<file path="config.mk">
export PLATFORM = sky130hd
export DESIGN_NAME = seq_mul_long
export DESIGN_NICKNAME = d
export VERILOG_FILES = /design/src/rtl/seq_mul_long.sv
export SDC_FILE = /design/constraint.sdc
export NUM_CORES = 1
export LEC_CHECK = 0
export BUFFER_PORTS_ARGS = -buffer_cell sky130_fd_sc_hd__buf_2
export CAP_MARGIN = 20
export CELL_PAD_IN_SITES_DETAIL_PLACEMENT = 1
export CELL_PAD_IN_SITES_GLOBAL_PLACEMENT = 2
export CORE_ASPECT_RATIO = 0.7
export CORE_UTILIZATION = 32
export CTS_CLUSTER_SIZE = 20
export DETAILED_ROUTE_END_ITERATION = 10
export GPL_ROUTABILITY_DRIVEN = 0
export PLACE_DENSITY = 0.77
export SETUP_SLACK_MARGIN = 0.02
export SYNTH_ARGS = -nofsm -noshare
export SYNTH_HDL_FRONTEND = slang
export SYNTH_SLANG_ARGS = --single-unit
</file>
<file path="constraint.sdc">
create_clock -name clk -period 4.7 [get_ports clk]
set_input_delay 0.235 -clock clk [delete_from_list [all_inputs] [get_ports clk]]
set_output_delay 0.235 -clock clk [all_outputs]
set_load 0.01 [all_outputs]
</file>
<file path="src/rtl/seq_mul_long.sv">
// Iterative shift-add long multiplier: WIDTH cycles from accept to done, product on lo/hi with tag.
// Optional two's-complement support is enabled by defining SIGNED_MUL_EN.
module seq_mul_long #(
  parameter int WIDTH  = 32,
  parameter int WIDTH1 = 4
) (
  input  logic              clk,
  input  logic              reset,
  input  logic              start,
  input  logic [WIDTH-1:0]  a,
  input  logic [WIDTH-1:0]  b,
  input  logic              is_signed,
  input  logic [WIDTH1-1:0] tag_in,
  output logic [WIDTH-1:0]  lo,
  output logic [WIDTH-1:0]  hi,
  output logic [WIDTH1-1:0] tag_out,
  output logic              busy,
  output logic              done
);

  localparam int CW = (WIDTH > 1) ? $clog2(WIDTH) : 1;
  localparam logic [CW-1:0] LAST = CW'(WIDTH - 1);

  typedef enum logic [1:0] {IDLE, RUN, DONE} state_t;

  state_t              state;
  logic [WIDTH-1:0]    mcand;
  logic [WIDTH-1:0]    acc;
  logic [WIDTH-1:0]    mplier;
  logic [CW-1:0]       cnt;
  logic [WIDTH1-1:0]   tag_r;
  logic [WIDTH:0]      sum;
  logic [2*WIDTH-1:0]  prod;
  logic [2*WIDTH-1:0]  result;
  logic [WIDTH-1:0]    a_op;
  logic [WIDTH-1:0]    b_op;

  // One partial product per cycle; the carry lands in sum[WIDTH] before the shift.
  always_comb begin
    sum  = {1'b0, acc} + (mplier[0] ? {1'b0, mcand} : {(WIDTH+1){1'b0}});
    prod = {sum, mplier[WIDTH-1:1]};
  end

`ifdef SIGNED_MUL_EN
  logic neg;
  logic neg_op;

  // Magnitudes are multiplied unsigned; the most-negative value's magnitude still fits.
  always_comb begin
    neg_op = is_signed & (a[WIDTH-1] ^ b[WIDTH-1]);
    a_op   = (is_signed && a[WIDTH-1]) ? -a : a;
    b_op   = (is_signed && b[WIDTH-1]) ? -b : b;
    result = neg ? -prod : prod;
  end
`else
  logic unused_is_signed;

  always_comb begin
    a_op             = a;
    b_op             = b;
    result           = prod;
    unused_is_signed = is_signed;
  end
`endif

  always_ff @(posedge clk or posedge reset) begin
    if (reset) begin
      state   <= IDLE;
      lo      <= '0;
      hi      <= '0;
      tag_out <= '0;
      busy    <= 1'b0;
      done    <= 1'b0;
      cnt     <= '0;
      acc     <= '0;
      mcand   <= '0;
      mplier  <= '0;
      tag_r   <= '0;
`ifdef SIGNED_MUL_EN
      neg     <= 1'b0;
`endif
    end else begin
      case (state)
        IDLE, DONE: begin
          done <= 1'b0;
          if (start) begin
            mcand  <= a_op;
            mplier <= b_op;
            tag_r  <= tag_in;
            acc    <= '0;
            cnt    <= '0;
            busy   <= 1'b1;
            state  <= RUN;
`ifdef SIGNED_MUL_EN
            neg    <= neg_op;
`endif
          end else begin
            state <= IDLE;
          end
        end
        RUN: begin
          acc    <= sum[WIDTH:1];
          mplier <= {sum[0], mplier[WIDTH-1:1]};
          cnt    <= cnt + 1'b1;
          if (cnt == LAST) begin
            lo      <= result[WIDTH-1:0];
            hi      <= result[2*WIDTH-1:WIDTH];
            tag_out <= tag_r;
            busy    <= 1'b0;
            done    <= 1'b1;
            state   <= DONE;
          end
        end
        default: state <= IDLE;
      endcase
    end
  end

endmodule

</file>
==> out/qor.tcl <==
set qor(crit_required_ps) 5030
set qor(initial_antenna_violation_count) 0
set qor(critical_path.max_stage_delay_ps) 480
set qor(skew_ps) 13.8
set qor(global_route.overflow_total) 0
set qor(port-buffer-count) 140
set qor(drc_errors) 0
set qor(ys.warnings.count) 0
set qor(synthesis.area_per_instance_sq_um) 10.1
set qor(critical_path_cell_with_the_highest_stage_delay) {sky130_fd_sc_hd__dfrtp_1}
set qor(crit_family) {compound AO/OA/AOI/OAI gates}
set qor(cts_tree) {yes}
set qor(worst-setup-path-type) {reg -> reg}
set qor(core_region_area_sq_um) 25900
set qor(grt_pass1_vias) 7210
set qor(antenna_left) 0
set qor(number_of_instances_in_the_synthesized_netlist) 843
set qor(setup_tns_ps) 0
set qor(vias_per_cell) 4.88
set qor(fmax_mhz) 301
set qor(finalWorstPathRequiredPeriod_ps) 3320
set qor(finalSetupViolations) 0
set qor(grt_max_degree) 100
set qor(synth_fp_nets) 950
set qor(timing.final.crit_share_pct) 70.7
set qor(clock-root-buffer) {sky130_fd_sc_hd__clkbuf_16}
set qor(met2_wirelength_microns) 10700
set qor(ys_ff_latch) 177
set qor(timing.critical_path.from_type) {flop}
set qor(setup_repair_after_global_routing_missed_its_margin) {false}
set qor(areaGrowthSynthToFinish_pct) 25.8
set qor(max-cap-violations) 0
set qor(global_route.usage.total_pct) 18.8
set qor(cts-buffers-inserted) 17
set qor(synth_seq_area_share_pct) 52.2
set qor(design.portCount) 142
set qor(crit_fanout) 30
set qor(met1_length_microns) 12500
set qor(antenna_cells) 0
set qor(drt_iter0_markers) 233
set qor(netlist_area_sq_um) 8490
set qor(worst_hold_path_type) {in -> reg}
set qor(floorplan.rows) 49
set qor(result_of_the_run) {completed}
set qor(grt_first_pass_wirelength_microns) 40000
set qor(clock_tree.htree_level_count) 4
set qor(cts-root-to-sink-buffers) 2
set qor(wl_per_cell_microns) 17.5
set qor(crit_path_end_kind) {flop}
set qor(timing.slew.headroom_pct) 30.6
set qor(clk-insertion-delay-late_ps) 450
set qor(routed_wl_microns) 24300
set qor(die-height_microns) 138
set qor(ff2ff_setup_slack_ps) 1380
set qor(topRoutingLayerUsed) {met4}
set qor(cts_post_setup_buffers_inserted) 0
set qor(critical_path.n_buffers_inverters) 1
set qor(postSynth.topFlopCell) {sky130_fd_sc_hd__dfrtp_1}
set qor(final-hold-violation-count) 0
set qor(vias) 6784
set qor(start_util_pct) 32.8
set qor(share_of_cells_above_drive_strength_1_pct) 23.8
set qor(chipWidth_microns) 197
set qor(power.density_cell_area_nw_per_um2) 715
set qor(crit_path_cell_trace) {buf_4, and2_1, ha_1, a21oi_1, o21ai_1, a31oi_1, o21ai_0, nor2_1, o31a_1, nor4_1, or3_1}
set qor(dr_wl_met3_microns) 697
set qor(timing.final.max_slew_violations) 0
set qor(clock_sink_count) 177
set qor(die-area_sq_um) 27200
set qor(power.ir.vdd_worst_mv) 0.310
set qor(tightest_slew_ps) 1040
set qor(edff_count_synth) 0
set qor(finalNetCount) 1126
set qor(nFillCells) 2968
set qor(static-leakage-power_nw) 5.26
set qor(worst_path_clk_slew_ps) 70
set qor(first_pass_iters) 4
set qor(placement.cell_area_sq_um) 9580
set qor(netlist-cell-type-count) 52
set qor(fin_area_sq_um) 10700
set qor(async_s_r_ff_share_synth_pct) 100
set qor(crit_arrival_ps) 3650
set qor(place_hpwl_microns) 16000
layer usage:
metal,vias up,track usage (%)
met5,-,0
met4,0,4.65
met3,18,3.44
met2,93,28.8
met1,3405,27.5
li1,3268,-
synth_stat cells, types with 10 or more instances:
cell,n,area share (%)
sky130_fd_sc_hd__o21ai_0,30,1.8
sky130_fd_sc_hd__clkbuf_1,37,1.6
sky130_fd_sc_hd__a21oi_1,29,1.7
sky130_fd_sc_hd__o21ai_1,14,0.83
sky130_fd_sc_hd__a22o_1,21,2.2
sky130_fd_sc_hd__a21o_1,13,1.1
sky130_fd_sc_hd__dfrtp_1,177,52
sky130_fd_sc_hd__nand2_1,232,10
sky130_fd_sc_hd__xor2_1,13,1.3
sky130_fd_sc_hd__nand3_1,10,0.59
sky130_fd_sc_hd__mux2_2,51,6.8
sky130_fd_sc_hd__ha_1,34,5.0
sky130_fd_sc_hd__a22oi_1,32,2.8
sky130_fd_sc_hd__nor2_1,14,0.62
sky130_fd_sc_hd__xnor2_1,16,1.7
sky130_fd_sc_hd__and2_1,35,2.6
cell type report:
type | count | area [sq um] | area share [%]
clock buffers | 17 | 425 | 3.98
clock inverters | 15 | 146 | 1.37
inverters | 8 | 33.8 | 0.316
multi-input cells | 612 | 3880 | 36.3
flip-flops and latches | 177 | 4430 | 41.5
well taps | 357 | 447 | 4.18
repair buffers | 203 | 1320 | 12.3
tightest hold or removal path: stages:
cell and delay, ps:
sky130_fd_sc_hd__buf_2 80, sky130_fd_sc_hd__a22oi_1 60, sky130_fd_sc_hd__nand2_1 60
cell families after synthesis:
group | count (synthesis) | synth area share, %
flip-flops | 177 | 52.2
AO/OA/AOI/OAI | 176 | 13.9
multiplexers | 51 | 6.76
buffers and inverters | 54 | 2.43
AND/OR/NAND/NOR | 321 | 16.4
adder cells (fa/ha/maj) | 35 | 5.25
XOR/XNOR | 29 | 2.99
stage by stage:
stage	instances	power (mW)	worst slack [ps]	util, %	hold slack [ps]
finish	1389	7.64	1380	41.3	19.7
global route	1389	8.28	1130	41.3	16.1
CTS	1389	7.74	1320	41.3	0.466
detailed placement	1304	6.23	1340	37.0	296
global placement	1304	6.11	1480	37.0	291
floorplan	843	5.06	1930	-	340
path summary, 6_finish.rpt:
kind	cells after the start	to	start
max in group asynchronous	4	cnt[2]	reset
worst min register to register	2	mcand[10]	mcand[10]
worst max register to register	11	acc[29]	mplier[0]
worst max-delay path	11	acc[29]	mplier[0]
worst min-delay path	3	mplier[6]	b[6]
min in group asynchronous	3	lo[23]	reset
power by group:
| group | leakage, nW | switching (mW) | internal [mW] | total, mW |
|---|---|---|---|---|
| Clock | 0.275 | 0.674 | 0.746 | 1.42 |
| Sequential | 2.15 | 0.428 | 2.25 | 2.67 |
| Combinational | 2.83 | 2.07 | 1.48 | 3.55 |
state kept, by name, summed over array words and instances (netlist names):
signal / count
tag_r: 4
busy: 1
acc: 32
lo: 32
tag_out: 4
mplier: 32
cnt: 5
hi: 32
mcand: 32
done: 1
state: 2
cells in the final DEF, fill, tap and decap left out, types with 4 or more instances in the layout:
cell,n
sky130_fd_sc_hd__nand2_1,231
sky130_fd_sc_hd__inv_6,6
sky130_fd_sc_hd__nand2b_1,7
sky130_fd_sc_hd__dfrtp_1,177
sky130_fd_sc_hd__nor2_1,13
sky130_fd_sc_hd__a21o_1,13
sky130_fd_sc_hd__clkinvlp_4,4
sky130_fd_sc_hd__nand3_1,10
sky130_fd_sc_hd__o31ai_1,7
sky130_fd_sc_hd__a22oi_1,32
sky130_fd_sc_hd__a22o_1,21
sky130_fd_sc_hd__clkbuf_16,17
sky130_fd_sc_hd__xor2_1,13
sky130_fd_sc_hd__buf_2,140
sky130_fd_sc_hd__xnor2_1,16
sky130_fd_sc_hd__a31oi_1,6
sky130_fd_sc_hd__buf_4,9
sky130_fd_sc_hd__ha_1,34
sky130_fd_sc_hd__inv_1,7
sky130_fd_sc_hd__and2_1,35
sky130_fd_sc_hd__dlygate4sd3_1,53
sky130_fd_sc_hd__nand4_1,8
sky130_fd_sc_hd__o21ai_1,14
sky130_fd_sc_hd__mux2_2,51
sky130_fd_sc_hd__o21ai_0,30
sky130_fd_sc_hd__a21oi_1,29
timing repair:
| action | in CTS | in global routing |
|---|---|---|
| gates resized for setup | 0 | 0 |
| hold endpoints to repair | 71 | 0 |
| hold buffers | 53 | 0 |
Note: power is estimated with default switching activity, not from simulation.
